==> config.mk <==
export PLATFORM = sky130hd
export DESIGN_NAME = mem_arbiter
export DESIGN_NICKNAME = d
export VERILOG_FILES = /design/src/rtl/mem_arbiter.sv
export SDC_FILE = /design/constraint.sdc
export NUM_CORES = 1
export LEC_CHECK = 0
export CELL_PAD_IN_SITES_DETAIL_PLACEMENT = 1
export CELL_PAD_IN_SITES_GLOBAL_PLACEMENT = 2
export CORE_MARGIN = 3
export CORE_UTILIZATION = 20
export CTS_CLUSTER_SIZE = 20
export DETAILED_ROUTE_END_ITERATION = 8
export PLACE_DENSITY = 0.95
export SYNTH_ARGS = -nofsm -noshare
export SYNTH_HDL_FRONTEND = slang
export SYNTH_SLANG_ARGS = --single-unit
==> constraint.sdc <==
create_clock -name clk -period 3.2 [get_ports clk]
set_clock_uncertainty 0.05 [all_clocks]
set_input_delay 0.32 -clock clk [delete_from_list [all_inputs] [get_ports clk]]
set_output_delay 0.32 -clock clk [all_outputs]
set_load 0.005 [all_outputs]
==> src/rtl/mem_arbiter.sv <==
// Round-robin arbiter sharing one single-port memory between instruction fetch
// and load/store, with one outstanding access and a fixed read latency.
module mem_arbiter #(
  parameter int unsigned ADDR_W  = 32,
  parameter int unsigned DATA_W  = 32,
  parameter int unsigned MEM_LAT = 2
) (
  input  logic                  clk,
  input  logic                  rst,
  input  logic                  if_req,
  input  logic [ADDR_W-1:0]     if_addr,
  output logic                  if_gnt,
  output logic                  if_rvalid,
  output logic [DATA_W-1:0]     if_rdata,
  input  logic                  ls_req,
  input  logic                  ls_we,
  input  logic [ADDR_W-1:0]     ls_addr,
  input  logic [DATA_W-1:0]     ls_wdata,
  input  logic [DATA_W/8-1:0]   ls_wstrb,
  output logic                  ls_gnt,
  output logic                  ls_rvalid,
  output logic [DATA_W-1:0]     ls_rdata,
  output logic                  mem_en,
  output logic                  mem_we,
  output logic [ADDR_W-1:0]     mem_addr,
  output logic [DATA_W-1:0]     mem_wdata,
  output logic [DATA_W/8-1:0]   mem_wstrb,
  input  logic [DATA_W-1:0]     mem_rdata
);

  localparam int unsigned CntW = $clog2(MEM_LAT) + 1;
  localparam logic [CntW-1:0] CntLoad = CntW'(MEM_LAT - 1);

  typedef enum logic [1:0] {StIdle, StIssue, StWait, StResp} state_e;

  state_e                state_q, state_d;
  logic [CntW-1:0]       cnt_q, cnt_d;
  logic                  owner_q, owner_d;        // 1 = load/store, 0 = fetch
  logic                  last_owner_q, last_owner_d;
  logic                  mem_we_q, mem_we_d;
  logic [ADDR_W-1:0]     mem_addr_q, mem_addr_d;
  logic [DATA_W-1:0]     mem_wdata_q, mem_wdata_d;
  logic [DATA_W/8-1:0]   mem_wstrb_q, mem_wstrb_d;

  logic any_req;
  logic eff_last;
  logic pick_ls;
  logic arb;

  always_comb begin
    state_d      = state_q;
    cnt_d        = cnt_q;
    owner_d      = owner_q;
    last_owner_d = last_owner_q;
    mem_we_d     = mem_we_q;
    mem_addr_d   = mem_addr_q;
    mem_wdata_d  = mem_wdata_q;
    mem_wstrb_d  = mem_wstrb_q;
    arb          = 1'b0;

    any_req  = if_req | ls_req;
    // Leaving RESP, the current owner becomes last_owner at this same edge.
    eff_last = (state_q == StResp) ? owner_q : last_owner_q;
    pick_ls  = ls_req & (~if_req | ~eff_last);

    unique case (state_q)
      StIdle: begin
        if (any_req) arb = 1'b1;
      end
      StIssue: begin
        if (MEM_LAT > 1) begin
          state_d = StWait;
          cnt_d   = CntLoad;
        end else begin
          state_d = StResp;
        end
      end
      StWait: begin
        if (cnt_q <= CntW'(1)) state_d = StResp;
        else                   cnt_d   = cnt_q - CntW'(1);
      end
      StResp: begin
        last_owner_d = owner_q;
        if (any_req) arb = 1'b1;
        else         state_d = StIdle;
      end
      default: state_d = StIdle;
    endcase

    if (arb) begin
      state_d     = StIssue;
      owner_d     = pick_ls;
      mem_addr_d  = pick_ls ? ls_addr : if_addr;
      mem_we_d    = pick_ls & ls_we;
      mem_wdata_d = pick_ls ? ls_wdata : '0;
      mem_wstrb_d = pick_ls ? ls_wstrb : '0;
    end
  end

  always_ff @(posedge clk) begin
    if (rst) begin
      state_q      <= StIdle;
      cnt_q        <= '0;
      owner_q      <= 1'b0;
      last_owner_q <= 1'b0;
      mem_we_q     <= 1'b0;
      mem_addr_q   <= '0;
      mem_wdata_q  <= '0;
      mem_wstrb_q  <= '0;
    end else begin
      state_q      <= state_d;
      cnt_q        <= cnt_d;
      owner_q      <= owner_d;
      last_owner_q <= last_owner_d;
      mem_we_q     <= mem_we_d;
      mem_addr_q   <= mem_addr_d;
      mem_wdata_q  <= mem_wdata_d;
      mem_wstrb_q  <= mem_wstrb_d;
    end
  end

  assign mem_en    = (state_q == StIssue);
  assign mem_we    = mem_we_q;
  assign mem_addr  = mem_addr_q;
  assign mem_wdata = mem_wdata_q;
  assign mem_wstrb = mem_wstrb_q;

  assign if_gnt    = mem_en & ~owner_q;
  assign ls_gnt    = mem_en & owner_q;
  assign if_rvalid = (state_q == StResp) & ~owner_q;
  assign ls_rvalid = (state_q == StResp) & owner_q;
  assign if_rdata  = if_rvalid ? mem_rdata : '0;
  assign ls_rdata  = (ls_rvalid & ~mem_we_q) ? mem_rdata : '0;

endmodule
### Word level (Yosys, flattened, before mapping)

Index checks and enable logic that the tools add are counted.

* register bits after elaboration: 75
* output and inout bits: 138
* word-level logic and storage cells: 55

* $add $sub $neg: 1
* magnitude comparators: 1
* eq/ne operators: 8
* mux-type cells: 14
* bitwise operators: 13
* reductions and logical operators: 9

Operators by type and width (count)
* 32-bit 2-to-1 mux: 4
* 1-bit AND: 7
* 2-bit 2-to-1 mux: 3
* 2-bit != test, second input constant: 3
* 3-bit != test, second input constant: 2
* 2-bit one-hot mux with 3 select lines: 1
* 3-bit AND reduction: 2
* 2-bit == test, second input constant: 2
* 1-bit 2-to-1 mux: 4
* 4-bit 2-to-1 mux: 1
* 1-bit NOT: 4
* 2-bit one-hot mux with 2 select lines: 1
* 4-bit nonzero test: 1
* 2-bit OR reduction: 2
* 3-bit nonzero test: 1
* 2-bit by 1-bit == test with 1-bit output, second input constant: 1
* 2-bit by 1-bit <= comparator with 1-bit output, second input constant: 1
* 2-bit zero test: 1
* 1-bit OR: 2
* 2-bit AND reduction: 1
* 2-bit nonzero test: 1
* 2-bit by 1-bit subtractor with 2-bit output, second input constant: 1

### Depth between registers and ports, before layout

* depth after elaboration: 6
* mapped depth: 8
* depth with buffers taken out: 5

### Least setup slack after synthesis

OpenSTA, ideal clock, no wires.

* path kind: register to register
* start point: register state_q[0]
* end point: register mem_wdata_q[0] (netlist: mem_wdata[0])
* setup time: 60 ps
* data arrival time: 1710 ps
* data required time: 3090 ps
* slack: 1381 ps
* stages on the path, launching flop included: 9
* period minus slack after synthesis: 1819 ps
* cells stage by stage: dfxtp_1 -> inv_1 -> ha_1 -> or2_0 -> buf_2 -> a211oi_2 -> buf_4 -> buf_6 -> a22o_1

* word-level cells in the longest chain between the ends: 6
* elaborated cells between the ends (all ways): 9
* those cells by class: eq/ne (1); mux (3); bitwise (3); reduce/logical (2)

Ends and longest elaborated chain
* start, declared: line 36 `state_e state_q, state_d;`
* start signal, assigned: line 102 `state_q <= StIdle;`
* start signal, assigned: line 111 `state_q <= state_d;`
* 2-bit == test: line 63, 66
* 1-bit 2-to-1 mux
* 1-bit NOT: line 64 `pick_ls = ls_req & (~if_req | ~eff_last);`
* 1-bit OR: line 64
* 1-bit AND: line 64
* 32-bit 2-to-1 mux: line 95 `mem_wdata_d = pick_ls ? ls_wdata : '0;`
* end signal, assigned: line 117 `mem_wdata_q <= mem_wdata_d;`
* end, declared: line 42 `logic [DATA_W-1:0] mem_wdata_q, mem_wdata_d;`

Parallel ways exist; a longest one is shown, timed or not.
A chain may end at the register's enable or synchronous reset.

### Worst setup path after layout

* start point: register state_q[1]
* end point: output ls_rdata[21]

* word-level cells in the longest chain between the ends: 4

Ends and longest elaborated chain
* 2-bit == test: line 131 `assign ls_rvalid = (state_q == StResp) & owner_q;`
* 1-bit AND: line 131
* 1-bit AND: line 133 `assign ls_rdata = (ls_rvalid & ~mem_we_q) ? mem_rdata : '0;`
* 32-bit 2-to-1 mux: line 133
* end, declared: line 22 `output logic [DATA_W-1:0] ls_rdata,`

Every way passes these cells.

==> results by group <==
Clock tree
  – CTS tree: yes
  – Clock-pin transition on the worst setup and hold timing paths: 60 ps
  – Number of hold buffers added after CTS: 0
  – Cts repair resizes: 0
  – CTS buffer count: 9
  – H-Tree Level Count: 3
  – # Post-CTS Setup Buffers: 0
  – Clock Root Buffer: clkbuf_16
  – Clk Latency, worst-skew pair: between 300 and 400 ps
  – Longest Clk Path Bufs: 2
  – Sink Count: between 70 and 80

Critical path
  – Worst Path Required: roughly 2800 ps
  – Critical path's slowest cell: clkdlybuf4s50_1
  – Number of cells on the critical path: 6
  – CP Cell Sequence: ha_1 > and2_1 > nor2b_1 > buf_4 > and2_1 > clkdlybuf4s50_1
  – Critical path's largest stage delay: about 500 ps
  – Critical Path End Type: primary output
  – Nature of the critical path startpoint: flip-flop
  – Crit-path leading delay family: buffers and inverters
  – R2R setup slack: 990 ps
  – Setup CP Type: flip-flop to primary output
  – Most used cell along the critical path: and2_1
  – WP buf/inv: 2
  – FF-to-FF Start: state_q[1]
  – CP Max Fanout: 28
  – R2R depth: 5
  – Critical Path AT: 2500 ps
  – Reg-to-Reg End: mem_wdata[11]

Routing
  – Iter 0 DRT Violations: 138
  – DRT antenna net count: 0
  – Routed WL: ~17000 microns
  – Met1 WL: between 6000 and 7000 microns
  – DRC errors left: 0
  – Avg WL per Cell: ~17 microns
  – Routed length on met2: approximately 8000 microns
  – Via count: about 4400
  – Vias/cell: about 4.5
  – Met3 WL: approximately 1500 microns
  – Drt first pass iters: 4
  – Top sig layer: met4

Timing
  – Count of final setup violators: 0
  – Fin crit period: 2870 ps
  – Final slew viol count: 0
  – RSZ-0062 raised after global routing: false
  – Final hold viol count: 0
  – Tcrit/Tclk final: approximately nine tenths
  – Fmax: around 350 MHz
  – Setup TNS: 0 ps
  – Worst Tran Pin Value: approximately 940 ps
  – Max_slew headroom: between 30 and 40%

Finish
  – Area growth from synthesis to layout: 82.9%
  – Final Cell Area: roughly 0.0073 sq mm
  – Ant diodes: 0
  – Fin cells: 963
  – Core Util, Final: a little under two fifths
  – Post-layout nets: between 800 and 900
  – Share of cells above drive strength 1: under 10%

Logic synthesis
  – Yosys top cell area share: a little under two fifths
  – Area contributors post-synth: dfxtp_1, and2_1, mux2i_1
  – Post-synth design cell area: around 0.0040 sq mm
  – Distinct cell type count after synthesis: 32
  – Sequential share of the synthesized area: a little under two fifths
  – Synth Warn #: 0
  – Average cell area after synthesis: 8.90 sq um
  – Gate Count Post-Synth: roughly 450
  – Syn_nets: 590
  – Leading area contributor after synthesis: dfxtp_1
  – Yosys reg bits: 75

Floorplan
  – Die width: between 100 and 150 microns
  – Initial core utilization: 20.8%
  – Die Area: between 0.02 and 0.025 sq mm
  – FP Rows: 50
  – Boundary Pins: between 200 and 300
  – Core Region: around 0.019 sq mm
  – Die Y: 147 microns

Global routing
  – First-pass GRT wire length: 25700 microns
  – Largest net degree at the start of global routing: 44
  – Vias in the first global route: approximately 4500
  – GRT Overall Usage: ~15%
  – Initial antenna violation count: 0
  – Total gr overflow: 0

Worst hold path
  – Hold depth: 1
  – Worst hold endpoint: mem_addr[22]
  – Min-delay worst type: flip-flop to flip-flop
  – Hold Path Origin: mem_addr[22]

Status
  – Status: complete, no violations

Power and ir drop
  – Comb pwr share: approximately two fifths
  – Net Sw Frac: a little under a third
  – Leak: 0.00280 uW
  – PwrDens: between 500 and 600 mW/mm^2
  – Maximum VDD drop: 0.232 mV
  – Net Switching: between 1000 and 1500 uW
  – Clk network pwr share: 26.9%
  – Pint: 2620 uW
  – Power share of the sequential group: roughly 34%

Placed design
  – DP Wirelength: between 10000 and 15000 microns
  – Routability cong.: about 0.75
  – Post-placement cell count: ~950
  – Placed Area: 0.00699 sq mm
  – Port Buf Inserts: 274

Run
  – Max Cap Viol: 0
==> layout by cell type, fill, tap and decap left out, types with 6 or more instances in the layout <==
cell,count
dfxtp_1,75
buf_4,7
nor2_1,35
clkbuf_16,9
a21oi_1,32
clkdlybuf4s50_1,272
nand3b_1,32
mux2i_1,32
ha_1,6
and2_1,66
a32o_1,32
nand2_1,32
a22o_1,37
==> registers in the layout, summed over array words and instances, names as in the netlist <==
name,count
mem_addr,32
mem_wdata,32
mem_wstrb,4
cnt_q,2
state_q,2
last_owner_q,1
mem_we,1
owner_q,1
==> power groups by stage <==
stage                     Clock [uW]  Combinational, uW  Sequential [uW]
after floorplan                    0                611             1290
after global placement             0               1490             1280
after detailed placement           0               1500             1290
after CTS                       1060               1510             1270
after global routing            1100               1610             1300
final                           1010               1480             1270
==> synthesized netlist by cell type, drive strengths merged <==
cell type / n
a22o: 37
a21boi: 1
clkbuf: 31
and2: 66
o21bai: 1
a31oi: 1
nor3: 1
a21oi: 32
inv: 4
nor2b: 5
nand3b: 32
ha: 6
a32o: 32
nand2: 32
and3b: 1
o31ai: 2
mux2i: 33
a2111oi: 1
nor2: 35
o21a: 1
or4: 1
dfxtp: 75
mux2: 1
a211oi: 2
or3b: 1
buf: 11
or2: 1
a21o: 1
==> metal layers <==
metal  vias up  GRT usage, %
li1       2110             -
met1      2069          17.2
met2       179          25.8
met3        21          5.86
met4         0          4.52
met5         -             0
==> final cells by class <==
type / count / area [sq um]
fillers: 2212 / 11900
multi-input cells: 326 / 2300
repair buffers: 284 / 2850
inverters: 4 / 15.0
clock buffers: 12 / 246
flip-flops and latches: 75 / 1500
clock inverters: 2 / 37.5
well taps: 260 / 325
==> how the worst max path moves through the flow <==
stage	slack (ps)	from	end
2_1_floorplan	1380	state_q[0]	mem_wdata[0]
3_3_place_gp	720	state_q[1]	ls_rdata[12]
3_5_place_dp	610	state_q[1]	ls_rdata[21]
4_1_cts	230	state_q[1]	ls_rdata[21]
5_1_grt	50	state_q[0]	ls_rdata[10]
6_report	330	state_q[1]	ls_rdata[21]
==> logic make-up after synthesis <==
| logic type | count (synthesis) | share of synthesized area, % |
|---|---|---|
| mux | 34 | 8.68 |
| flops | 75 | 37.7 |
| buf+inv | 46 | 5.03 |
| compound gates | 111 | 22.2 |
| simple gates | 175 | 24.4 |
| fa+ha+maj | 6 | 1.89 |
==> stage by stage <==
step | power, uW | hold WS (ps) | setup WS [ps]
CTS | 3840 | 419 | 234
global route | 4010 | 431 | 52.5
global placement | 2770 | 400 | 718
detailed placement | 2790 | 404 | 606
floorplan | 1900 | 339 | 1380
finish | 3760 | 412 | 330
Power figures use the tool's default switching activity.
